==> src/rtl/fetch_pkg.sv <==
// Shared types for the instruction fetch stage: word type, buffered entry
// layout and the default reset PC.
package fetch_pkg;

    localparam int WORD_W = 16;

    typedef logic [WORD_W-1:0] word_t;

    typedef struct packed {
        word_t instr;
        word_t pc;
    } fetch_entry_t;

    localparam word_t DEFAULT_RESET_PC = 16'h0000;

endpackage

==> src/rtl/fetch_fifo.sv <==
// Instruction buffer between the memory response channel and the register
// stage. A flush empties it and overrides any same-cycle push or pop.
module fetch_fifo
    import fetch_pkg::*;
#(
    parameter int DEPTH = 2,
    parameter int CW    = $clog2(DEPTH + 1)
) (
    input  logic          clk,
    input  logic          rst_n,
    input  logic          push,
    input  fetch_entry_t  push_data,
    input  logic          pop,
    input  logic          flush,
    output fetch_entry_t  head,
    output logic          empty,
    output logic [CW-1:0] count
);

    localparam int AW = $clog2(DEPTH);

    fetch_entry_t   mem [DEPTH];
    logic [AW-1:0]  wr_ptr;
    logic [AW-1:0]  rd_ptr;
    logic           full;
    logic           do_push;
    logic           do_pop;

    assign empty   = (count == '0);
    assign full    = (count == CW'(DEPTH));
    assign do_push = push && !full;
    assign do_pop  = pop && !empty;
    assign head    = mem[rd_ptr];

    always_ff @(posedge clk or negedge rst_n) begin
        if (!rst_n) begin
            wr_ptr <= '0;
            rd_ptr <= '0;
            count  <= '0;
        end else if (flush) begin
            wr_ptr <= '0;
            rd_ptr <= '0;
            count  <= '0;
        end else begin
            if (do_push) wr_ptr <= wr_ptr + 1'b1;
            if (do_pop)  rd_ptr <= rd_ptr + 1'b1;
            case ({do_push, do_pop})
                2'b10:   count <= count + 1'b1;
                2'b01:   count <= count - 1'b1;
                default: count <= count;
            endcase
        end
    end

    // Storage carries no reset; reads of it are only meaningful when !empty.
    always_ff @(posedge clk) begin
        if (do_push && !flush) mem[wr_ptr] <= push_data;
    end

endmodule

==> src/rtl/fetch_unit.sv <==
// Instruction fetch stage: owns the PC, issues in-order word reads with
// credit-based flow control, buffers responses and handles jump redirects.
module fetch_unit
    import fetch_pkg::*;
#(
    parameter int    FIFO_DEPTH      = 2,
    parameter int    MAX_OUTSTANDING = 2,
    parameter word_t RESET_PC        = DEFAULT_RESET_PC
) (
    input  logic  clk,
    input  logic  rst_n,
    output logic  imem_req_valid,
    input  logic  imem_req_ready,
    output word_t imem_addr,
    input  logic  imem_rsp_valid,
    input  word_t imem_rsp_data,
    output logic  instr_valid,
    input  logic  instr_ready,
    output word_t instr,
    output word_t instr_pc,
    input  logic  redirect_valid,
    input  word_t redirect_addr
);

    localparam int OW = $clog2(MAX_OUTSTANDING + 1);
    localparam int CW = $clog2(FIFO_DEPTH + 1);

    word_t          pc;
    word_t          rsp_pc;
    logic [OW-1:0]  outstanding;
    logic [OW-1:0]  drop_cnt;
    logic           run;
    logic [CW-1:0]  fifo_count;
    logic           fifo_empty;
    fetch_entry_t   fifo_head;
    fetch_entry_t   push_entry;
    logic [31:0]    inflight;
    logic           credit;
    logic           req_fire;
    logic           rsp_keep;

    // Words already requested count against buffer space so a response can
    // never find the FIFO full.
    assign inflight = 32'(outstanding) + 32'(fifo_count);
    assign credit   = (inflight < 32'(FIFO_DEPTH)) &&
                      (32'(outstanding) < 32'(MAX_OUTSTANDING));

    assign imem_req_valid = run && credit && !redirect_valid && (drop_cnt == '0);
    assign imem_addr      = pc;
    assign req_fire       = imem_req_valid && imem_req_ready;
    assign rsp_keep       = imem_rsp_valid && (drop_cnt == '0) && !redirect_valid;

    assign push_entry.instr = imem_rsp_data;
    assign push_entry.pc    = rsp_pc;

    fetch_fifo #(
        .DEPTH (FIFO_DEPTH),
        .CW    (CW)
    ) u_fifo (
        .clk       (clk),
        .rst_n     (rst_n),
        .push      (rsp_keep),
        .push_data (push_entry),
        .pop       (instr_ready),
        .flush     (redirect_valid),
        .head      (fifo_head),
        .empty     (fifo_empty),
        .count     (fifo_count)
    );

    assign instr_valid = !fifo_empty;
    assign instr       = fifo_empty ? '0 : fifo_head.instr;
    assign instr_pc    = fifo_empty ? '0 : fifo_head.pc;

    // Holds requests off until the first clock after reset release.
    always_ff @(posedge clk or negedge rst_n) begin
        if (!rst_n) run <= 1'b0;
        else        run <= 1'b1;
    end

    always_ff @(posedge clk or negedge rst_n) begin
        if (!rst_n) begin
            pc     <= RESET_PC;
            rsp_pc <= RESET_PC;
        end else if (redirect_valid) begin
            pc     <= redirect_addr;
            rsp_pc <= redirect_addr;
        end else begin
            if (req_fire) pc     <= pc + 16'd1;
            if (rsp_keep) rsp_pc <= rsp_pc + 16'd1;
        end
    end

    always_ff @(posedge clk or negedge rst_n) begin
        if (!rst_n) begin
            outstanding <= '0;
        end else begin
            case ({req_fire, imem_rsp_valid})
                2'b10:   outstanding <= outstanding + 1'b1;
                2'b01:   outstanding <= outstanding - 1'b1;
                default: outstanding <= outstanding;
            endcase
        end
    end

    // Every request still in flight after a redirect is stale, whether or not
    // it was already marked for dropping.
    always_ff @(posedge clk or negedge rst_n) begin
        if (!rst_n) begin
            drop_cnt <= '0;
        end else if (redirect_valid) begin
            drop_cnt <= outstanding - OW'(imem_rsp_valid);
        end else if (imem_rsp_valid && (drop_cnt != '0)) begin
            drop_cnt <= drop_cnt - 1'b1;
        end
    end

endmodule

==> config.mk <==
export PLATFORM = sky130hd
export DESIGN_NAME = fetch_unit
export DESIGN_NICKNAME = d
export VERILOG_FILES = /design/src/rtl/fetch_pkg.sv /design/src/rtl/fetch_fifo.sv /design/src/rtl/fetch_unit.sv
export SDC_FILE = /design/constraint.sdc
export NUM_CORES = 1
export LEC_CHECK = 0
export CAP_MARGIN = 20
export CORE_MARGIN = 2
export CORE_UTILIZATION = 25
export DETAILED_ROUTE_END_ITERATION = 10
export GPL_TIMING_DRIVEN = 0
export HOLD_SLACK_MARGIN = 0.1
export PLACE_DENSITY = 0.55
export SETUP_SLACK_MARGIN = 0.15
export SLEW_MARGIN = 30
export SYNTH_ARGS = -nofsm -noshare
export SYNTH_HDL_FRONTEND = slang
export SYNTH_SLANG_ARGS = --single-unit
==> constraint.sdc <==
create_clock -name clk -period 4.1 [get_ports clk]
set_clock_uncertainty 0.1 [all_clocks]
set_input_delay 1.23 -clock clk [delete_from_list [all_inputs] [get_ports clk]]
set_output_delay 1.23 -clock clk [all_outputs]
set_load 0.01 [all_outputs]
Yosys cells after proc, flatten, opt, wreduce, memory -nomap -nowiden. Memories as Yosys holds them, arrays and structs flattened. Cells that the tools add are included.

Register bits after elaboration: 41. Bits in writable memories: 64. Input bits: 38. Output and inout port bits: 50. Logic and storage cells: 68. Memories: 1.

$add $sub $neg: 11. $lt $le $gt $ge: 2. Equal/unequal tests: 5. Muxes and demuxes: 17. Reduce and logical (&&, ||, !) cells: 24.

Memory list: u_fifo.mem (depth 2, bits a word 32, read ports 1, clocked after memory_dff 0, wr ports 1, RTL line fetch_fifo.sv:22) `fetch_entry_t mem [DEPTH];`.

Operators with widths (number): $mux 16 (6); $add 16x1->16 const B (2); $reduce_bool 2->1 (7); $logic_and 1x1->1 (11); $pmux 2 s2 (2); $eq 2x2->1 const B (3); $mux 1 (6); $mux 2 (3); $sub 2x1->2 const B (3); $add 2x1->2 const B (2); $eq 2x1->1 const B (2); $logic_not 2->1 (2); $add 2x2->3 (1); $logic_not 1->1 (3); $lt 3x2->1 const B (1); $reduce_bool 3->1 (1); $add 1x1->1 const B (2); $lt 2x2->1 const B (1); $sub 2x1->2 (1).

Logic depth before layout (Yosys ltp).
Word-level depth: 9. Mapped depth: 10. Gate-level depth less buffers: 9.

Hierarchy. Synthesis repeated with hierarchy kept, for this count alone.

Cell total of the unflattened synthesis: 381. Area total of the unflattened synthesis: 4966.0 µm².

By module, submodules not included: fetch_fifo (times used 1, cells an instance 125, area an instance 2523.7 µm², seq. area each 2021.9 µm²); fetch_unit (times used 1, cells an instance 256, area an instance 2442.3 µm², seq. area each 925.9 µm²).

Worst setup path after synthesis. Ideal clock, no wire load.

Path kind: input-to-reg. Start: in imem_rsp_valid. End: mem u_fifo.mem[1][0] (netlist bit) (enable). Library setup time: 0.468 ns. Arrival: 4.144 ns. Data required time: 3.532 ns. Setup slack: -0.612 ns. Cell stages on the path: 4. Buffers on the path: 1. Cell sequence: and2_1 -> clkbuf_1 -> nand2_1 -> nor3b_1.

Word-level cells in the longest chain between the ends: 6.

RTL lines: start: declaration (RTL line fetch_unit.sv:15) `input logic imem_rsp_valid,`; $logic_and 1x1->1 (2 in series) (RTL line fetch_unit.sv:51) `assign rsp_keep = imem_rsp_valid && (drop_cnt == '0) && !redirect_valid;`; $logic_and 1x1->1 (RTL line fetch_fifo.sv:31) `assign do_push = push && !full;`; $logic_and 1x1->1 (RTL line fetch_fifo.sv:57) `if (do_push && !flush) mem[wr_ptr] <= push_data;`; $mux 1 (RTL line fetch_fifo.sv:57); $mux 1 (not written as such) (RTL line fetch_fifo.sv:57); end: declaration (RTL line fetch_fifo.sv:22).

Every way passes these cells.

Worst setup path in the final report.
Start: in redirect_valid. End: out imem_req_valid.

Word-level cells in the longest chain between the ends: 3.

RTL lines: start: declaration (RTL line fetch_unit.sv:21) `input logic redirect_valid,`; $logic_not 1->1 (RTL line fetch_unit.sv:48) `assign imem_req_valid = run && credit && !redirect_valid && (drop_cnt == '0);`; $logic_and 1x1->1 (2 in series) (RTL line fetch_unit.sv:48); end: declaration (RTL line fetch_unit.sv:12) `output logic imem_req_valid,`.

Every way passes these cells.

==> flow_summary.ini <==
[yosys]
ys_seq_area_frac = 0.619
ys_ff_latch = 105
synth_area_leader_cell = edfxtp_1
ys_types = 44
synth_edf_count = 64
synth_warnings = 0
synthFlopType = edfxtp_1
netlist_area_sq_um = 4760
ys_top_cells_by_area = edfxtp_1, dfrtp_1, mux2i_1
synth_cells = 388
synthesis.nets = 432
synth-async-reset-ratio = 0.390
netlist.area_leader.share = 0.404
syn_avg_cell_area_sq_um = 12.3

[pwr]
cellPowerDensity_nw_per_um2 = 474
switching_share = 0.284
power.internal_mw = 2.15
seqPwrFrac = 0.453
power.share.clock = 0.305
irDropWorstVdd_v = 0.000208
switchingPower_mw = 0.852
total_power_mw = 3.00
combinationalPowerShare = 0.243
p_leak_nw = 2.23

[floorplanning]
ioPinCount = 88
core-area_sq_um = 18700
rows = 50
die_w_um = 142
start_util = 0.255
chipHeight_um = 142
die-area_sq_um = 20200

[place]
io_buffers = 87
pre_cts_slack_ns = -0.299
gp_congestion = 0.851
dp_hpwl_um = 8660

[sta]
slew_violations = 0
final.setup.worst_slack_ns = 0.263
setup_viol = 0
rsz0062_at_grt = false
max_clock_freq_ghz = 0.261
max-slew-margin-rel = 0.522
period_needed_ns = 3.84
post-route-period-util = 0.936
worst_pin_slew_ns = 0.717
hold_violations = 0

[routing]
drc = 0
drt-vias-per-instance = 4.59
antenna_left = 0
via_count = 3353
initialDrtViolationCount = 210
wirelength_um = 11500
wl_per_cell_um = 15.8
dr.pass1.iters = 4

[cts]
cts.clk_slew.worst_paths_ns = 0.07
clock-sinks = 105
cts_root_buf = clkbuf_16
cts_made_buffers = 9
htree_levels = 3
cts_hold_buffers = 0
clock_latency_ns = 0.35
tritoncts = done
clock_path_buffers = 2

[cells_and_area]
nets = 536
fillers = 1861
area_delta_synth_final_pct = 33.1
final_util = 0.339
layout-drive-gt1-share = 0.0765
diodes = 0

[min_path]
hp-class = reg2reg
min-delay-start = rsp_pc[8]$_DFFE_PN0P_
hold_path_depth = 0

[critical_path]
cp_max_fo = 6
critPathLaunch = redirect_valid
reg2reg_from = drop_cnt[0]$_DFFE_PN0P_
reg2regPathDepth = 8
end_kind = primary output
worstSetupStartpointType = input pin
crit_required_ns = 2.77
crit_type = in2out
worstPathArrival_ns = 2.51

[global_route]
overflow = 0
grt_first_pass_wirelength_um = 18000
grt_max_degree = 24
antenna_found_initial = 0
grt_pass1_vias = 3397
grtUsageTotal = 0.116

[outcome]
status = completed

[flow_run]
maxCapViolCount = 0
[repair_timing]
action,in CTS,in global routing
endpoints found under the setup margin,1,10
cloned,0,0
pin swaps,1,1
resized for setup,3,0
buffers inserted,1,0
[synthesized netlist by cell type (all sizes together) (3+ instances only)]
cell type / instances
ha: 5
mux2: 5
xnor2: 14
mux2i: 35
or4: 3
and2: 5
o211ai: 6
clkbuf: 10
a31oi: 3
a21oi: 9
nor3: 7
dfrtp: 41
nor2: 42
o21ai: 13
edfxtp: 64
nand2: 29
inv: 16
o311ai: 6
nand3: 13
buf: 5
xor2: 6
nor4: 4
a21o: 5
o31a: 6
and4: 3
nand2b: 4
nand4: 9
[sequential cells by signal, indices dropped and copies added (netlist names)]
register	flops
drop_cnt	2
imem_addr	16
outstanding	2
rsp_pc	16
run	1
u_fifo.count	2
u_fifo.mem	64
u_fifo.rd_ptr	1
u_fifo.wr_ptr	1
[power groups by stage]
stage	Combinational [mW]	Clock (mW)	Sequential [mW]
2_1_floorplan	0.403	0	1.36
3_3_place_gp	0.699	0	1.37
3_5_place_dp	0.730	0	1.38
4_1_cts	0.737	0.938	1.36
5_1_grt	0.801	0.978	1.38
6_report	0.728	0.914	1.36
[cell type report]
type | instances | area [sq um] | area share
buffer | 15 | 61.3 | 0.00967
multi-input combinational | 252 | 1720 | 0.271
clock buffer | 11 | 233 | 0.0367
sequential | 105 | 2950 | 0.465
clock inverter | 5 | 80.1 | 0.0126
timing repair buffer | 93 | 947 | 0.149
inverter | 16 | 60.1 | 0.00948
tap | 234 | 293 | 0.0462
[worst paths after layout]
kind | to | slack [ns]
worst min register to register | u_fifo.mem[0][8]$_DFFE_PP_ | 0.42
worst min-delay path | u_fifo.mem[0][8]$_DFFE_PP_ | 0.42
max in group asynchronous | rsp_pc[8]$_DFFE_PN0P_ | 2.64
worst max register to register | u_fifo.mem[1][13]$_DFFE_PP_ | 1.17
worst max-delay path | imem_req_valid | 0.26
min in group asynchronous | outstanding[0]$_DFFE_PN0P_ | 0.76
[worst max-delay path: stages]
cell and delay [ns]:
clkdlybuf4s15_2 0.27, nor4b_4 0.28, and3b_1 0.20, clkdlybuf4s50_1 0.53
[metrics by stage]
stage	TNS, ns	std cells	hold slack (ns)	area (sq um)
2_1_floorplan	0	388	0.357	4770
5_1_grt	0	731	0.452	6340
3_3_place_gp	-64.62	709	0.404	5940
4_1_cts	0	731	0.429	6340
6_report	0	731	0.421	6340
3_5_place_dp	-1.06	714	0.411	6020
[layout by cell type, fill, tap and decap left out, types with 3 or more instances in the layout]
| cell | instances |
|---|---|
| inv_1 | 15 |
| nor3_1 | 6 |
| and2_1 | 4 |
| clkdlybuf4s50_1 | 85 |
| nand3_1 | 13 |
| o311ai_0 | 6 |
| nand4_1 | 9 |
| buf_6 | 4 |
| clkbuf_1 | 12 |
| nand2b_1 | 4 |
| xor2_1 | 6 |
| clkbuf_16 | 9 |
| dfrtp_1 | 41 |
| o211ai_1 | 6 |
| ha_1 | 5 |
| nor2_1 | 42 |
| xnor2_1 | 14 |
| nor4_1 | 3 |
| edfxtp_1 | 64 |
| or4_1 | 3 |
| mux2_2 | 5 |
| o31a_1 | 6 |
| and4_1 | 3 |
| mux2i_1 | 35 |
| a21oi_1 | 9 |
| o21ai_0 | 13 |
| a31oi_1 | 3 |
| a21o_1 | 5 |
| nand2_1 | 29 |
| buf_2 | 5 |
[logic make-up after synthesis]
family                     count (synthesis)  share of synthesized area
and+or+nand+nor                          133                      0.142
DFF                                      105                      0.619
AOI/OAI and AO/OA                         52                     0.0730
muxes                                     40                     0.0854
buffers and inverters                     31                     0.0255
xor gates and xnor gates                  20                     0.0368
adders and majority gates                  6                     0.0173
other                                      1                   0.000787
[layer usage]
metal,vias to the layer above,track usage,share of wire
li1,1633,-,-
met1,1604,0.143,0.46
met2,100,0.193,0.47
met3,16,0.0306,0.056
met4,0,0.0468,0.021
met5,-,0,0
(Power assumes the default switching activity.)
